**src/rtl/arb_mux2_if.sv**
```systemverilog
// arb_mux2_if -- bundle of the two-source arbiter's request/data/grant signals.
//
// Signals:
//   req_a/req_b     source requests a beat (held while data is valid)
//   data_a/data_b   source data, WIDTH bits
//   last_a/last_b   final beat of a packet, meaningful only on a beat
//   grant_a/grant_b registered grants, one-hot or zero
//   sel             registered mux select, 0 = A, 1 = B
//   y, valid        registered muxed data and its beat qualifier
//   cnt_a/cnt_b     completed-grant counters (zero unless statistics are built in)
//
// Modports: slave = the arbiter, master = whatever drives the sources.
interface arb_mux2_if #(
  parameter int WIDTH = 8
);
  logic             req_a;
  logic             req_b;
  logic [WIDTH-1:0] data_a;
  logic [WIDTH-1:0] data_b;
  logic             last_a;
  logic             last_b;
  logic             grant_a;
  logic             grant_b;
  logic             sel;
  logic [WIDTH-1:0] y;
  logic             valid;
  logic [15:0]      cnt_a;
  logic [15:0]      cnt_b;

  modport slave (
    input  req_a, req_b, data_a, data_b, last_a, last_b,
    output grant_a, grant_b, sel, y, valid, cnt_a, cnt_b
  );

  modport master (
    output req_a, req_b, data_a, data_b, last_a, last_b,
    input  grant_a, grant_b, sel, y, valid, cnt_a, cnt_b
  );
endinterface

```
**src/rtl/arb_mux2.sv**
```systemverilog
// arb_mux2 -- two-source packet arbiter with registered data mux.
//
// A grant is held for a whole packet (until last_x), but is forcibly rotated
// after MAX_HOLD beats when the other side is waiting. Ties from IDLE go to
// the side named by a priority pointer that always points at the side that
// was not served most recently. Grants, select and data are all registered.
//
// Ports:
//   clk   single clock, rising edge
//   rst   synchronous, active-high reset
//   bus   arb_mux2_if.slave (requests, data, last, grants, sel, y, valid, counters)
//
// Parameters:
//   WIDTH     data width
//   MAX_HOLD  beats per grant before rotation under contention (1..255)
//
// Optional feature: define ARB_MUX2_STATS_EN to build the saturating
// completed-grant counters cnt_a/cnt_b; otherwise they read constant zero.
module arb_mux2 #(
  parameter int WIDTH    = 8,
  parameter int MAX_HOLD = 4
) (
  input  logic         clk,
  input  logic         rst,
  arb_mux2_if.slave    bus
);

  typedef enum logic [1:0] {
    IDLE  = 2'd0,
    GNT_A = 2'd1,
    GNT_B = 2'd2
  } state_e;

  localparam logic [7:0] HOLD_LAST = 8'(MAX_HOLD - 1);

  state_e           state_q, state_d;
  logic [7:0]       hold_q, hold_d;
  logic             prio_q, prio_d;     // 0 = A wins a tie, 1 = B wins a tie
  logic             sel_q, sel_d;
  logic             valid_q, valid_d;
  logic [WIDTH-1:0] y_q, y_d;
  logic             grant_a_q, grant_b_q;

  // Current owner's view of the bus; only meaningful in GNT_A / GNT_B.
  logic             served_b;
  logic             own_req, own_last, other_req;
  logic [WIDTH-1:0] own_data;
  logic             grant_end;

  assign served_b  = (state_q == GNT_B);
  assign own_req   = served_b ? bus.req_b  : bus.req_a;
  assign own_last  = served_b ? bus.last_b : bus.last_a;
  assign own_data  = served_b ? bus.data_b : bus.data_a;
  assign other_req = served_b ? bus.req_a  : bus.req_b;

  // NOTE: every signal written here gets a default first, so no path leaves
  // a value unassigned and no latch is inferred.
  always_comb begin
    state_d   = state_q;
    hold_d    = hold_q;
    prio_d    = prio_q;
    y_d       = y_q;
    valid_d   = 1'b0;
    grant_end = 1'b0;

    case (state_q)
      IDLE: begin
        if (bus.req_a && (!bus.req_b || !prio_q)) begin
          state_d = GNT_A;
          hold_d  = '0;
        end else if (bus.req_b) begin
          state_d = GNT_B;
          hold_d  = '0;
        end
      end

      GNT_A, GNT_B: begin
        if (!own_req) begin
          // Source withdrew: grant ends without a beat, y holds.
          grant_end = 1'b1;
        end else begin
          y_d     = own_data;
          valid_d = 1'b1;
          if (own_last || (hold_q == HOLD_LAST && other_req)) begin
            grant_end = 1'b1;
          end else if (hold_q == HOLD_LAST) begin
            // Limit reached but nobody is waiting: start a fresh window.
            hold_d = '0;
          end else begin
            hold_d = hold_q + 8'd1;
          end
        end

        if (grant_end) begin
          prio_d  = ~served_b;
          hold_d  = '0;
          // Hand over directly when the other side waits, no IDLE bubble.
          state_d = other_req ? (served_b ? GNT_A : GNT_B) : IDLE;
        end
      end

      default: state_d = IDLE;
    endcase

    sel_d = sel_q;
    if (state_d == GNT_A) sel_d = 1'b0;
    if (state_d == GNT_B) sel_d = 1'b1;
  end

  // NOTE: sequential state uses non-blocking assignments only, so every
  // register samples the pre-edge values of the others.
  always_ff @(posedge clk) begin
    if (rst) begin
      state_q   <= IDLE;
      hold_q    <= '0;
      prio_q    <= 1'b0;
      sel_q     <= 1'b0;
      valid_q   <= 1'b0;
      y_q       <= '0;
      grant_a_q <= 1'b0;
      grant_b_q <= 1'b0;
    end else begin
      state_q   <= state_d;
      hold_q    <= hold_d;
      prio_q    <= prio_d;
      sel_q     <= sel_d;
      valid_q   <= valid_d;
      y_q       <= y_d;
      grant_a_q <= (state_d == GNT_A);
      grant_b_q <= (state_d == GNT_B);
    end
  end

  assign bus.grant_a = grant_a_q;
  assign bus.grant_b = grant_b_q;
  assign bus.sel     = sel_q;
  assign bus.valid   = valid_q;
  assign bus.y       = y_q;

`ifdef ARB_MUX2_STATS_EN
  logic [15:0] cnt_a_q, cnt_b_q;

  always_ff @(posedge clk) begin
    if (rst) begin
      cnt_a_q <= '0;
      cnt_b_q <= '0;
    end else if (grant_end) begin
      if (!served_b && cnt_a_q != 16'hFFFF) cnt_a_q <= cnt_a_q + 16'd1;
      if (served_b  && cnt_b_q != 16'hFFFF) cnt_b_q <= cnt_b_q + 16'd1;
    end
  end

  assign bus.cnt_a = cnt_a_q;
  assign bus.cnt_b = cnt_b_q;
`else
  assign bus.cnt_a = 16'h0000;
  assign bus.cnt_b = 16'h0000;
`endif

endmodule

```
**src/flat_wrapper.sv**
```systemverilog
// flat-port wrapper written by rule: the top's interface ports become plain ports
module arb_mux2_flat 
#(
  parameter int WIDTH    = 8,
  parameter int MAX_HOLD = 4
)
  (clk, rst, bus_req_a, bus_req_b, bus_data_a, bus_data_b, bus_last_a, bus_last_b, bus_grant_a, bus_grant_b, bus_sel, bus_y, bus_valid, bus_cnt_a, bus_cnt_b);
  arb_mux2_if #(.WIDTH(WIDTH)) bus_i ();
  input  logic clk;
  input  logic rst;
  input wire logic [$bits(bus_i.req_a)-1:0] bus_req_a;
  input wire logic [$bits(bus_i.req_b)-1:0] bus_req_b;
  input wire logic [$bits(bus_i.data_a)-1:0] bus_data_a;
  input wire logic [$bits(bus_i.data_b)-1:0] bus_data_b;
  input wire logic [$bits(bus_i.last_a)-1:0] bus_last_a;
  input wire logic [$bits(bus_i.last_b)-1:0] bus_last_b;
  output wire logic [$bits(bus_i.grant_a)-1:0] bus_grant_a;
  output wire logic [$bits(bus_i.grant_b)-1:0] bus_grant_b;
  output wire logic [$bits(bus_i.sel)-1:0] bus_sel;
  output wire logic [$bits(bus_i.y)-1:0] bus_y;
  output wire logic [$bits(bus_i.valid)-1:0] bus_valid;
  output wire logic [$bits(bus_i.cnt_a)-1:0] bus_cnt_a;
  output wire logic [$bits(bus_i.cnt_b)-1:0] bus_cnt_b;
  assign bus_i.req_a = bus_req_a;
  assign bus_i.req_b = bus_req_b;
  assign bus_i.data_a = bus_data_a;
  assign bus_i.data_b = bus_data_b;
  assign bus_i.last_a = bus_last_a;
  assign bus_i.last_b = bus_last_b;
  assign bus_grant_a = bus_i.grant_a;
  assign bus_grant_b = bus_i.grant_b;
  assign bus_sel = bus_i.sel;
  assign bus_y = bus_i.y;
  assign bus_valid = bus_i.valid;
  assign bus_cnt_a = bus_i.cnt_a;
  assign bus_cnt_b = bus_i.cnt_b;
  arb_mux2 #(.WIDTH(WIDTH), .MAX_HOLD(MAX_HOLD)) u_core (.clk(clk), .rst(rst), .bus(bus_i));
endmodule
```
**config.mk**
```make
export PLATFORM = sky130hd
export DESIGN_NAME = arb_mux2_flat
export DESIGN_NICKNAME = d
export VERILOG_FILES = /design/src/rtl/arb_mux2_if.sv /design/src/rtl/arb_mux2.sv /design/src/flat_wrapper.sv
export SDC_FILE = /design/constraint.sdc
export NUM_CORES = 1
export LEC_CHECK = 0
export ABC_CLOCK_PERIOD_IN_PS = 2150
export CORE_ASPECT_RATIO = 1.4
export CORE_MARGIN = 3
export CORE_UTILIZATION = 25
export CTS_BUF_LIST = sky130_fd_sc_hd__clkbuf_4
export CTS_CLUSTER_SIZE = 10
export DETAILED_ROUTE_END_ITERATION = 16
export PLACE_DENSITY = 0.58
export SYNTH_ARGS = -nofsm -noshare
export SYNTH_HDL_FRONTEND = slang
export SYNTH_SLANG_ARGS = --single-unit
```
**constraint.sdc**
```tcl
create_clock -name clk -period 2.15 [get_ports clk]
set_clock_uncertainty 0.05 [all_clocks]
set_input_delay 0.43 -clock clk [delete_from_list [all_inputs] [get_ports clk]]
set_output_delay 0.43 -clock clk [all_outputs]
set_load 0.02 [all_outputs]
```
==> out/results.tsv, run 1 <==
stage	metric	value	unit
synth	most_repeated_cell_in_the_gate_level_netlist_after_synthesis	sky130_fd_sc_hd__buf_4	
floorplanning	die_width	70.0	um
sta	hold_slack	454	ps
placed_design	routabilityCongestion	0.779	
synth	synth_simple_gate_area_share	0.177	
clocking	tritoncts	yes	
layout	final-seq-area	468	sq um
worst_setup_path	worst_ep_required_time	2300	ps
synth	synthTopCellsByArea	sky130_fd_sc_hd__dfxtp_1 32%, sky130_fd_sc_hd__buf_4 17%, sky130_fd_sc_hd__mux2i_1 7.0%	
worst_setup_path	timing_worst_setup_path_type	in2reg	
synth	yosys_synthesis_warning_count	0	
synth	post_synth_arst_share	0	
layout	final-instance-count-excl-fill	289	
route	routed_via_density	4.21	
sta	fin_crit_sh	0.972	
layout	antenna-diode-count	0	
synth	post_synth.cell_area_avg	8.97	sq um
clocking	worstSkewPairLatency	300	ps
sta	final_critical_path_required_period	2090	ps
route	antenna_left	0	
route	drt_pre_antenna_iters	3	
sta	maxSlewHeadroom	0.558	
run_status	status	completed	
synth	post_synth_num_cell_types	36	
placed_design	dpl_cell_area	1940	sq um
power	finalPower	1.56	mW
clocking	holdBufCountCts	0	
placed_design	dpl.hpwl	2.43	mm
clocking	cts_max_path_buffers	2	
synth	synth_adder_area_share	0.0523	
synth	synth.cell_area	1440	sq um
synth	synth.area.mux_share	0.0776	
placed_design	port-buffer-count	33	
worst_setup_path	crit_arrival	2240	ps
sta	timing_max_transition_violations_final	0	
floorplanning	core_area	5530	sq um
sta	finalSetupViolations	0	
synth	syn-instance-count	160	
layout	multi_input_area	935	sq um
grt	grt.total_usage	0.0922	
synth	synth_ff_type	sky130_fd_sc_hd__dfxtp_1	
layout	nFillCells	557	
floorplanning	starting_utilization_of_the_core_area	0.260	
route	drc	0	
synth	synth-seq-cells	23	
floorplanning	die-height	95.7	um
grt	via_count_of_the_first_global_routing_pass	1149	
grt	grt_antenna_before_repair	0	
sta	worst_slew_pin_slew	661	ps
layout	area_delta_synth_final	46.3	%
clocking	path_clk_slew	120	ps
min_path	hold_path.class	reg2reg	
synth	synth_top_family_by_area	buffers and inverters	
worst_setup_path	startpoint_type	primary input	
grt	grt_remaining_overflow	0	
route	drt_wl_total	3.21	mm
synth	synth_enable_flop_cells	0	
sta	setup_tns	0	ps
clocking	cts_root_buffer	sky130_fd_sc_hd__clkbuf_4	
worst_setup_path	reg2reg_slack	80	ps
worst_setup_path	r2r_end	u_core.bus.sel	
layout	final_nets	250	
route	vias	1216	
synth	synth_compound_area_frac	0.143	
synth	post_synth_xor_area_fraction	0.0366	
grt	grt_start_max_net_pins	24	
synth	post_synth_most_frequent_cells	32 x sky130_fd_sc_hd__buf_4, 23 x sky130_fd_sc_hd__dfxtp_1, 11 x sky130_fd_sc_hd__nor2_1	
worst_setup_path	critPathMaxFanout	3	
sta	fmax	478	MHz
synth	synth_seq_area_share	0.321	
power	p_leak	0.801	nW
power	power_per_cell_area	743	nW/um^2
power	ir_drop	318	uV
run	max_cap_viol_count	0	
floorplanning	fp.dieArea	6700	sq um
worst_setup_path	ff_to_ff_start	u_core.state_q[0]	
synth	yosys.area.top_type	sky130_fd_sc_hd__dfxtp_1	
grt	wire_length_of_the_first_global_routing_pass	4.97	mm
route	route.detailed.wl_per_inst	11.1	um
worst_setup_path	critical_path.startpoint	bus_req_a	
floorplanning	num_rows	32	
layout	layout.cell_area.non_filler	2100	sq um
worst_setup_path	worstRegToRegCells	9	
worst_setup_path	end_kind	flop	
route	drt_iter0_drc	21	
placed_design	place.detailed.instances	283	
synth	yosysTopAreaCellShare	0.321	
worst_setup_path	timing.critical_path.to	u_core.bus.sel	
clocking	tritoncts_num_sinks	23	
clocking	h-tree-depth	1	
floorplanning	io-pin-count	66	
layout	post_route_cells_drive_above_1_share	0.262	
sta	finalHoldViolCount	0	
clocking	tritoncts.num_buffers	3	
[metrics by stage]
stage | utilization | worst slack, ps
CTS | 0.362 | 15.7
floorplan | - | 32.0
finish | 0.380 | 60.0
global route | 0.380 | -16.7
global placement | 0.350 | -205
detailed placement | 0.350 | -232
[worst max-delay path, stage by stage]
cell	delay (ps)
sky130_fd_sc_hd__clkdlybuf4s50_1	560
sky130_fd_sc_hd__mux2_2	220
sky130_fd_sc_hd__and4_4	250
sky130_fd_sc_hd__o211ai_1	100
sky130_fd_sc_hd__a21o_1	190
sky130_fd_sc_hd__ha_1	280
sky130_fd_sc_hd__mux2i_1	170
sky130_fd_sc_hd__nor2_1	50
[cell type report]
| class | count | area share |
|---|---|---|
| clock buffer | 4 | 0.0143 |
| inverter | 3 | 0.00656 |
| multi-input combinational | 128 | 0.445 |
| sequential | 23 | 0.223 |
| tap | 68 | 0.0405 |
| timing repair buffer | 63 | 0.271 |
[worst min-delay path by stage]
stage                           startpoint          endpoint  slack (ps)  depth (start not counted)
after floorplan           u_core.hold_q[7]  u_core.hold_q[7]         440                          2
after global placement     u_core.bus.y[3]   u_core.bus.y[3]         440                          2
after detailed placement   u_core.bus.y[6]   u_core.bus.y[6]         440                          2
after CTS                  u_core.bus.y[4]   u_core.bus.y[4]         460                          2
after global routing       u_core.bus.y[3]   u_core.bus.y[3]         470                          2
final                      u_core.bus.y[4]   u_core.bus.y[4]         450                          2
[layer usage]
layer / share of wire / GRT usage / vias to the layer above
li1: - / - / 624
met1: 0.38 / 0.0938 / 544
met2: 0.52 / 0.174 / 46
met3: 0.089 / 0.0306 / 2
met4: 0.0075 / 0.0335 / 0
met5: 0 / 0 / -
[placed cells by master (no fill, tap or decap), types with 6 or more instances in the layout]
master                            netlist  routed
sky130_fd_sc_hd__nor2_1                11      11
sky130_fd_sc_hd__clkdlybuf4s50_1        0      33
sky130_fd_sc_hd__nor3_1                10      10
sky130_fd_sc_hd__mux2i_1               10      10
sky130_fd_sc_hd__buf_4                 32      29
sky130_fd_sc_hd__nand2_1                6       6
sky130_fd_sc_hd__dfxtp_1               23      19
sky130_fd_sc_hd__xnor2_1                6       6
sky130_fd_sc_hd__a211oi_1              10      10
sky130_fd_sc_hd__conb_1                 1      32
[registers in the layout, indices dropped and copies added (netlist names)]
signal              count
u_core.bus.valid        1
u_core.hold_q           8
u_core.bus.sel          1
u_core.bus.grant_a      1
u_core.state_q          2
u_core.bus.y            8
u_core.prio_q           1
u_core.bus.grant_b      1
[power by group]
part / switching, mW / internal, mW / leakage [nW] / total, mW
Combinational: 0.394 / 0.418 / 0.593 / 0.813
Sequential: 0.0401 / 0.496 / 0.189 / 0.536
Clock: 0.126 / 0.0849 / 0.0184 / 0.211
Total: 0.560 / 0.999 / 0.801 / 1.56
[cell families (layout without fill, tap and decap cells)]
kind of cell,count (synthesis),after routing
other cells,1,32
mux,11,11
simple gates,46,46
flops,23,23
xor+xnor,6,6
buf+inv,40,70
fa+ha+maj,6,6
compound gates,27,27
[repair_timing]
| action | 4_1_cts | 5_1_grt |
|---|---|---|
| setup buffers | 1 | 1 |
| endpoints found under the hold margin | 0 | 0 |
| resized for setup | 7 | 17 |
| setup endpoints to repair | 2 | 2 |
| pin swaps | 3 | 5 |
No activity file was read; power rests on OpenSTA's default activity.
==> inputs of run 2 (changes only) <==
--- a/config.mk
+++ b/config.mk
@@ -9,7 +9,7 @@
 export CORE_ASPECT_RATIO = 1.4
 export CORE_MARGIN = 3
 export CORE_UTILIZATION = 25
-export CTS_BUF_LIST = sky130_fd_sc_hd__clkbuf_4
+export CTS_BUF_LIST = sky130_fd_sc_hd__clkbuf_8 sky130_fd_sc_hd__clkbuf_16
 export CTS_CLUSTER_SIZE = 10
 export DETAILED_ROUTE_END_ITERATION = 16
 export PLACE_DENSITY = 0.58
==> run 2 against run 1 <==
  * Total power grew 3.3%
  * Sequential power is essentially flat
  * Setup slack gained 7.3 ps
  * Final cell count shrank 0.35%
  * Count of clock-buffer cells in the layout shrank 1
  * Non-clock buffer count shrank 1
  * Worst hold slack lost 6.2 ps
  * Via count grew 0.66%
==> out/results.tsv, run 2 (same netlist as run 1, synthesis figures left out) <==
stage	metric	value	unit	change
layout	final-seq-area	468	sq um	unchanged
floorplanning	num_rows	32		unchanged
placed_design	port-buffer-count	33		unchanged
worst_setup_path	crit_chain	clkdlybuf4s50_1, mux2_4, and4_4, o211ai_1, a21o_1, ha_1, mux2i_1, nor2_1		
route	drt_iter0_drc	30		+43%
worst_setup_path	worst_path_max_delay_cell	sky130_fd_sc_hd__clkdlybuf4s50_1		
layout	final-instance-count-excl-fill	288		-0.35%
route	drt_pre_antenna_iters	4		+1
power	ir_drop	349	uV	+9.8%
route	route.detailed.wl_per_inst	11.2	um	+0.57%
min_path	hp_start	u_core.bus.y[4]		
clocking	worstSkewPairLatency	260	ps	-40 ps
worst_setup_path	timing.critical_path.buf_inv	1		unchanged
layout	nFillCells	556		-0.18%
power	power_per_cell_area	763	nW/um^2	+2.7%
worst_setup_path	timing_worst_setup_path_type	in2reg		
power	finalPower	1.61	mW	+3.3%
sta	maxSlewHeadroom	0.560		+0.00127
sta	setup_tns	0	ps	unchanged
sta	timing_max_transition_violations_final	0		unchanged
worst_setup_path	critical_path.top_delay_family	buffers and inverters		
run	max_cap_viol_count	0		unchanged
layout	area_delta_synth_final	47.1	%	
clocking	cts_root_buffer	sky130_fd_sc_hd__clkbuf_8		
grt	grt_remaining_overflow	0		unchanged
clocking	cts_max_path_buffers	2		unchanged
min_path	hold_path.class	reg2reg		
grt	wire_length_of_the_first_global_routing_pass	5.10	mm	+2.5%
sta	fmax	480	MHz	+0.35%
layout	post_route_cells_drive_above_1_share	0.255		-0.00790
layout	multi_input_area	936	sq um	+0.13%
grt	grt_start_max_net_pins	24		unchanged
worst_setup_path	end_kind	flop		
route	drt_wl_total	3.22	mm	+0.22%
sta	finalSetupViolations	0		unchanged
sta	final_critical_path_required_period	2080	ps	-7.27 ps
clocking	tritoncts.num_buffers	3		unchanged
floorplanning	starting_utilization_of_the_core_area	0.260		unchanged
worst_setup_path	reg2reg_slack	70	ps	about the same
min_path	timing.hold.worst_endpoint	u_core.bus.y[4]		
route	drc	0		unchanged
clocking	holdBufCountCts	0		unchanged
route	top_routing_layer_in_use	met4		
run_status	status	completed		
sta	worst_slew_pin_slew	659	ps	-1.90 ps
min_path	hold_path_depth	2		unchanged
worst_setup_path	r2r_end	u_core.bus.sel		
placed_design	dpl.hpwl	2.43	mm	unchanged
clocking	path_clk_slew	80	ps	-40 ps
grt	grt_antenna_before_repair	0		unchanged
worst_setup_path	worst_ep_required_time	2250	ps	-50 ps
clocking	h-tree-depth	1		unchanged
floorplanning	core_area	5530	sq um	unchanged
placed_design	place.detailed.instances	283		unchanged
layout	antenna-diode-count	0		unchanged
layout	final_cell_mix	32 x sky130_fd_sc_hd__conb_1, 32 x sky130_fd_sc_hd__clkdlybuf4s50_1, 28 x sky130_fd_sc_hd__buf_4		
worst_setup_path	ff_to_ff_start	u_core.state_q[1]		
grt	via_count_of_the_first_global_routing_pass	1170		+1.8%
route	wl_met2	1.68	mm	+0.66%
floorplanning	die-height	95.7	um	unchanged
layout	final_nets	249		-0.40%
grt	grt.total_usage	0.0941		+0.00198
floorplanning	die_width	70.0	um	unchanged
route	routed_via_density	4.25		+1.0%
worst_setup_path	crit_arrival	2180	ps	-60 ps
route	vias	1224		+0.66%
worst_setup_path	critical-path-max-stage-delay	530	ps	-30 ps
clocking	tritoncts	yes		
clocking	tritoncts_num_sinks	23		unchanged
worst_setup_path	critPathMaxFanout	3		unchanged
route	routedLengthMet1	1.23	mm	about the same
floorplanning	io-pin-count	66		unchanged
power	p_leak	0.817	nW	+2.0%
worst_setup_path	startpoint_type	primary input		
sta	finalHoldViolCount	0		unchanged
route	antenna_left	0		unchanged
floorplanning	fp.dieArea	6700	sq um	unchanged
worst_setup_path	worstRegToRegCells	9		unchanged
placed_design	routabilityCongestion	0.779		unchanged
sta	fin_crit_sh	0.969		-0.00338
route	dr_wl_met3	285	um	-0.70%
## run 2: how the worst max path moves through the flow
stage / endpoint / depth (start not counted) / slack, ps / start
final: u_core.bus.sel / 8 / 70 / bus_req_b
after global routing: u_core.bus.sel / 9 / -9 / u_core.state_q[1]
after CTS: u_core.bus.sel / 8 / 4 / bus_req_a
after detailed placement: u_core.bus.sel / 8 / -230 / bus_req_a
after global placement: u_core.bus.sel / 8 / -210 / bus_req_a
after floorplan: u_core.bus.sel / 9 / 30 / u_core.state_q[0]
## run 2: power by group
group	switching (mW)	total (mW)	internal (mW)	leakage (nW)
Sequential	0.0395	0.535	0.496	0.189
Combinational	0.395	0.813	0.418	0.600
Clock	0.135	0.262	0.127	0.0269
## run 2: stage by stage
stage	setup WS [ps]	utilization	hold slack [ps]	cell area [sq um]
3_5_place_dp	-232	0.350	443	1940
2_1_floorplan	32.0	-	441	1560
3_3_place_gp	-205	0.350	439	1940
5_1_grt	-8.79	0.382	463	2110
4_1_cts	3.94	0.368	454	2030
6_report	67.3	0.382	448	2110
## run 2: repair_timing
item                                    in CTS  in global routing
pin swaps                                    2                  6
buffers inserted                             1                  0
endpoints found under the setup margin       2                  9
resized for setup                            8                 18
## run 2: cell type report
cell class,count,area share
Sequential cell,23,0.222
Tap cell,68,0.0403
Timing Repair Buffer,62,0.267
Clock inverter,1,0.00178
Inverter,3,0.00652
Multi-Input combinational cell,128,0.443
Clock buffer,3,0.0196
## run 2: metal layers
metal / track usage / up-vias
met5: 0 / -
li1: - / 621
met4: 0.0288 / 0
met3: 0.0306 / 2
met2: 0.180 / 48
met1: 0.0969 / 553
## run 2: worst register-to-register path, cell delays in order (launching register included)
cell	delay, ps
sky130_fd_sc_hd__dfxtp_4	380
sky130_fd_sc_hd__inv_1	80
sky130_fd_sc_hd__ha_4	280
sky130_fd_sc_hd__inv_2	50
sky130_fd_sc_hd__o32ai_4	310
sky130_fd_sc_hd__a32oi_2	160
sky130_fd_sc_hd__a21o_1	170
sky130_fd_sc_hd__ha_1	280
sky130_fd_sc_hd__mux2i_1	170
sky130_fd_sc_hd__nor2_1	50
==> inputs of run 3 (changes only) <==
--- a/config.mk
+++ b/config.mk
@@ -7,11 +7,12 @@
 export LEC_CHECK = 0
 export ABC_CLOCK_PERIOD_IN_PS = 2150
 export CORE_ASPECT_RATIO = 1.4
-export CORE_MARGIN = 3
+export CORE_MARGIN = 2
 export CORE_UTILIZATION = 25
 export CTS_BUF_LIST = sky130_fd_sc_hd__clkbuf_8 sky130_fd_sc_hd__clkbuf_16
 export CTS_CLUSTER_SIZE = 10
 export DETAILED_ROUTE_END_ITERATION = 16
+export MAX_ROUTING_LAYER = met4
 export PLACE_DENSITY = 0.58
 export SYNTH_ARGS = -nofsm -noshare
 export SYNTH_HDL_FRONTEND = slang
==> run 3 against run 2 <==
  * Critical path depth is 1 higher
  * Routed wire length is 3.7% lower
  * Worst hold slack better by 1.6 ps
  * First-iteration DRC count is 17% higher
  * Sequential share of layout area is 0.079 points higher
  * Maximum frequency is 1.5% higher
  * Final cell count is 0.35% higher
  * Design area is 0.36% lower
  * Critical endpoint unchanged
  * Via count is 0.98% lower
  * Total power is 1.7% lower
  * Count of clock-buffer cells in the layout stayed put
==> out/results.tsv, run 3 (same netlist as run 1, synthesis figures left out) <==
stage	metric	value	unit	change
sta	fmax	487	MHz	+1.5%
floorplanning	die-height	93.7	um	-2.1%
placed_design	dpl_cell_area	1910	sq um	-1.2%
grt	grt_remaining_overflow	0		unchanged
clocking	path_clk_slew	80	ps	about the same
clocking	cts_root_buffer	sky130_fd_sc_hd__clkbuf_8		
power	power_per_cell_area	753	nW/um^2	-1.3%
layout	antenna-diode-count	0		unchanged
worst_setup_path	critical-path-max-stage-delay	340	ps	-190 ps
route	drt_wl_total	3.10	mm	-3.7%
power	finalPower	1.58	mW	-1.7%
clocking	tritoncts.num_buffers	3		unchanged
grt	wire_length_of_the_first_global_routing_pass	4.77	mm	-6.5%
sta	final_critical_path_required_period	2050	ps	-30.8 ps
worst_setup_path	end_kind	flop		
floorplanning	starting_utilization_of_the_core_area	0.260		unchanged
worst_setup_path	worst_ep_required_time	2250	ps	about the same
grt	grt_antenna_before_repair	0		unchanged
worst_setup_path	startpoint_type	flop		
layout	final_cell_mix	32 x sky130_fd_sc_hd__conb_1, 31 x sky130_fd_sc_hd__clkdlybuf4s50_1, 29 x sky130_fd_sc_hd__buf_4		
placed_design	routabilityCongestion	0.834		+7.1%
route	routed_via_density	4.19		-1.3%
layout	nFillCells	569		+2.3%
worst_setup_path	crit_chain	ha_2, nor4b_4, buf_4, and4_4, o211ai_1, a21o_1, ha_1, mux2i_1, nor2_1		
run_status	status	completed		
floorplanning	core_area	5530	sq um	unchanged
layout	layout.cell_area.non_filler	2100	sq um	-0.36%
clocking	h-tree-depth	1		unchanged
placed_design	placement.setup.worst_slack	-235	ps	-2.68 ps
grt	via_count_of_the_first_global_routing_pass	1106		-5.5%
layout	multi_input_area	918	sq um	-1.9%
sta	grt_setup_unrepaired	no		
route	vias	1212		-0.98%
sta	finalHoldViolCount	0		unchanged
sta	hold_slack	449	ps	+1.56 ps
route	drt_iter0_drc	35		+17%
clocking	worstSkewPairLatency	260	ps	about the same
clocking	tritoncts_num_sinks	23		unchanged
layout	area_delta_synth_final	46.6	%	
route	drc	0		unchanged
layout	post_route_cells_drive_above_1_share	0.249		-0.00568
worst_setup_path	critical_path.top_delay_family	adder cells		
min_path	hold_path.class	reg2reg		
layout	mostFrequentLayoutCell	sky130_fd_sc_hd__conb_1		
floorplanning	fp.dieArea	6370	sq um	-4.9%
placed_design	dpl.hpwl	2.34	mm	-3.5%
sta	timing_max_transition_violations_final	0		unchanged
grt	grt.total_usage	0.100		+0.00614
sta	worst_slew_pin_slew	692	ps	+32.9 ps
placed_design	port-buffer-count	33		unchanged
sta	maxSlewHeadroom	0.538		-0.0220
power	p_leak	0.831	nW	+1.7%
route	route.detailed.wl_per_inst	10.7	um	-4.0%
floorplanning	num_rows	32		unchanged
route	drt_pre_antenna_iters	2		-2
floorplanning	io-pin-count	66		unchanged
run	max_cap_viol_count	0		unchanged
worst_setup_path	critPathMaxFanout	3		unchanged
grt	grt_start_max_net_pins	24		unchanged
clocking	tritoncts	yes		
layout	final-seq-area	468	sq um	unchanged
clocking	cts_max_path_buffers	2		unchanged
clocking	holdBufCountCts	0		unchanged
worst_setup_path	timing_worst_setup_path_type	reg2reg		
floorplanning	die_width	68.0	um	-2.9%
sta	fin_crit_sh	0.954		-0.0143
sta	layout_setup_ws	98.1	ps	+30.8 ps
worst_setup_path	worst_path_max_delay_cell	sky130_fd_sc_hd__dfxtp_2		
layout	final_nets	250		+0.40%
sta	finalSetupViolations	0		unchanged
power	ir_drop	306	uV	-12%
worst_setup_path	crit_arrival	2150	ps	-30 ps
worst_setup_path	timing.critical_path.buf_inv	1		unchanged
route	antenna_left	0		unchanged
run 3: stage by stage:
| stage | setup TNS, ps | utilization | std cells |
|---|---|---|---|
| after floorplan | 0 | - | 191 |
| after global placement | -875 | 0.346 | 280 |
| after detailed placement | -887 | 0.346 | 280 |
| after CTS | 0 | 0.362 | 284 |
| after global routing | 0 | 0.381 | 289 |
| final | 0 | 0.381 | 289 |
run 3: power by group:
part / total [mW] / switching [mW] / internal, mW / leakage, nW
Sequential: 0.531 / 0.0353 / 0.496 / 0.189
Clock: 0.262 / 0.134 / 0.128 / 0.0269
Combinational: 0.791 / 0.389 / 0.402 / 0.615
Total: 1.58 / 0.559 / 1.03 / 0.831
run 3: layout make-up:
cell class                      count  share of cell area
Clock buffer                        3              0.0196
Clock inverter                      1             0.00178
Inverter                            3             0.00654
Multi-Input combinational cell    128               0.437
Sequential cell                    23               0.222
Tap cell                           68              0.0405
Timing Repair Buffer               63               0.272
run 3: path summary, 6_finish.rpt:
kind                    startpoint  slack, ps              end  depth (start not counted)
setup / recovery  u_core.hold_q[1]        100   u_core.bus.sel                          9
hold / removal     u_core.bus.y[1]        450  u_core.bus.y[1]                          2
hold reg to reg    u_core.bus.y[1]        450  u_core.bus.y[1]                          2
setup reg to reg  u_core.hold_q[1]        100   u_core.bus.sel                          9
run 3: worst min-delay path: stages, from the launching register on:
cell and delay (ps):
sky130_fd_sc_hd__dfxtp_1 310, sky130_fd_sc_hd__nor2_1 90, sky130_fd_sc_hd__a211oi_1 50
run 3: what timing repair did:
action | in CTS | in global routing
endpoints found under the setup margin | 2 | 9
pin swaps | 2 | 7
buffers inserted | 0 | 5
gates resized for setup | 7 | 17
run 3: metal layers:
layer	GRT usage	wire length [um]	vias up	share of wire
met2	0.172	1550	51	0.50
met5	-	0	-	0
met4	0.0350	46	0	0.015
li1	-	-	626	-
met3	0.0288	228	5	0.074
met1	0.107	1270	530	0.41
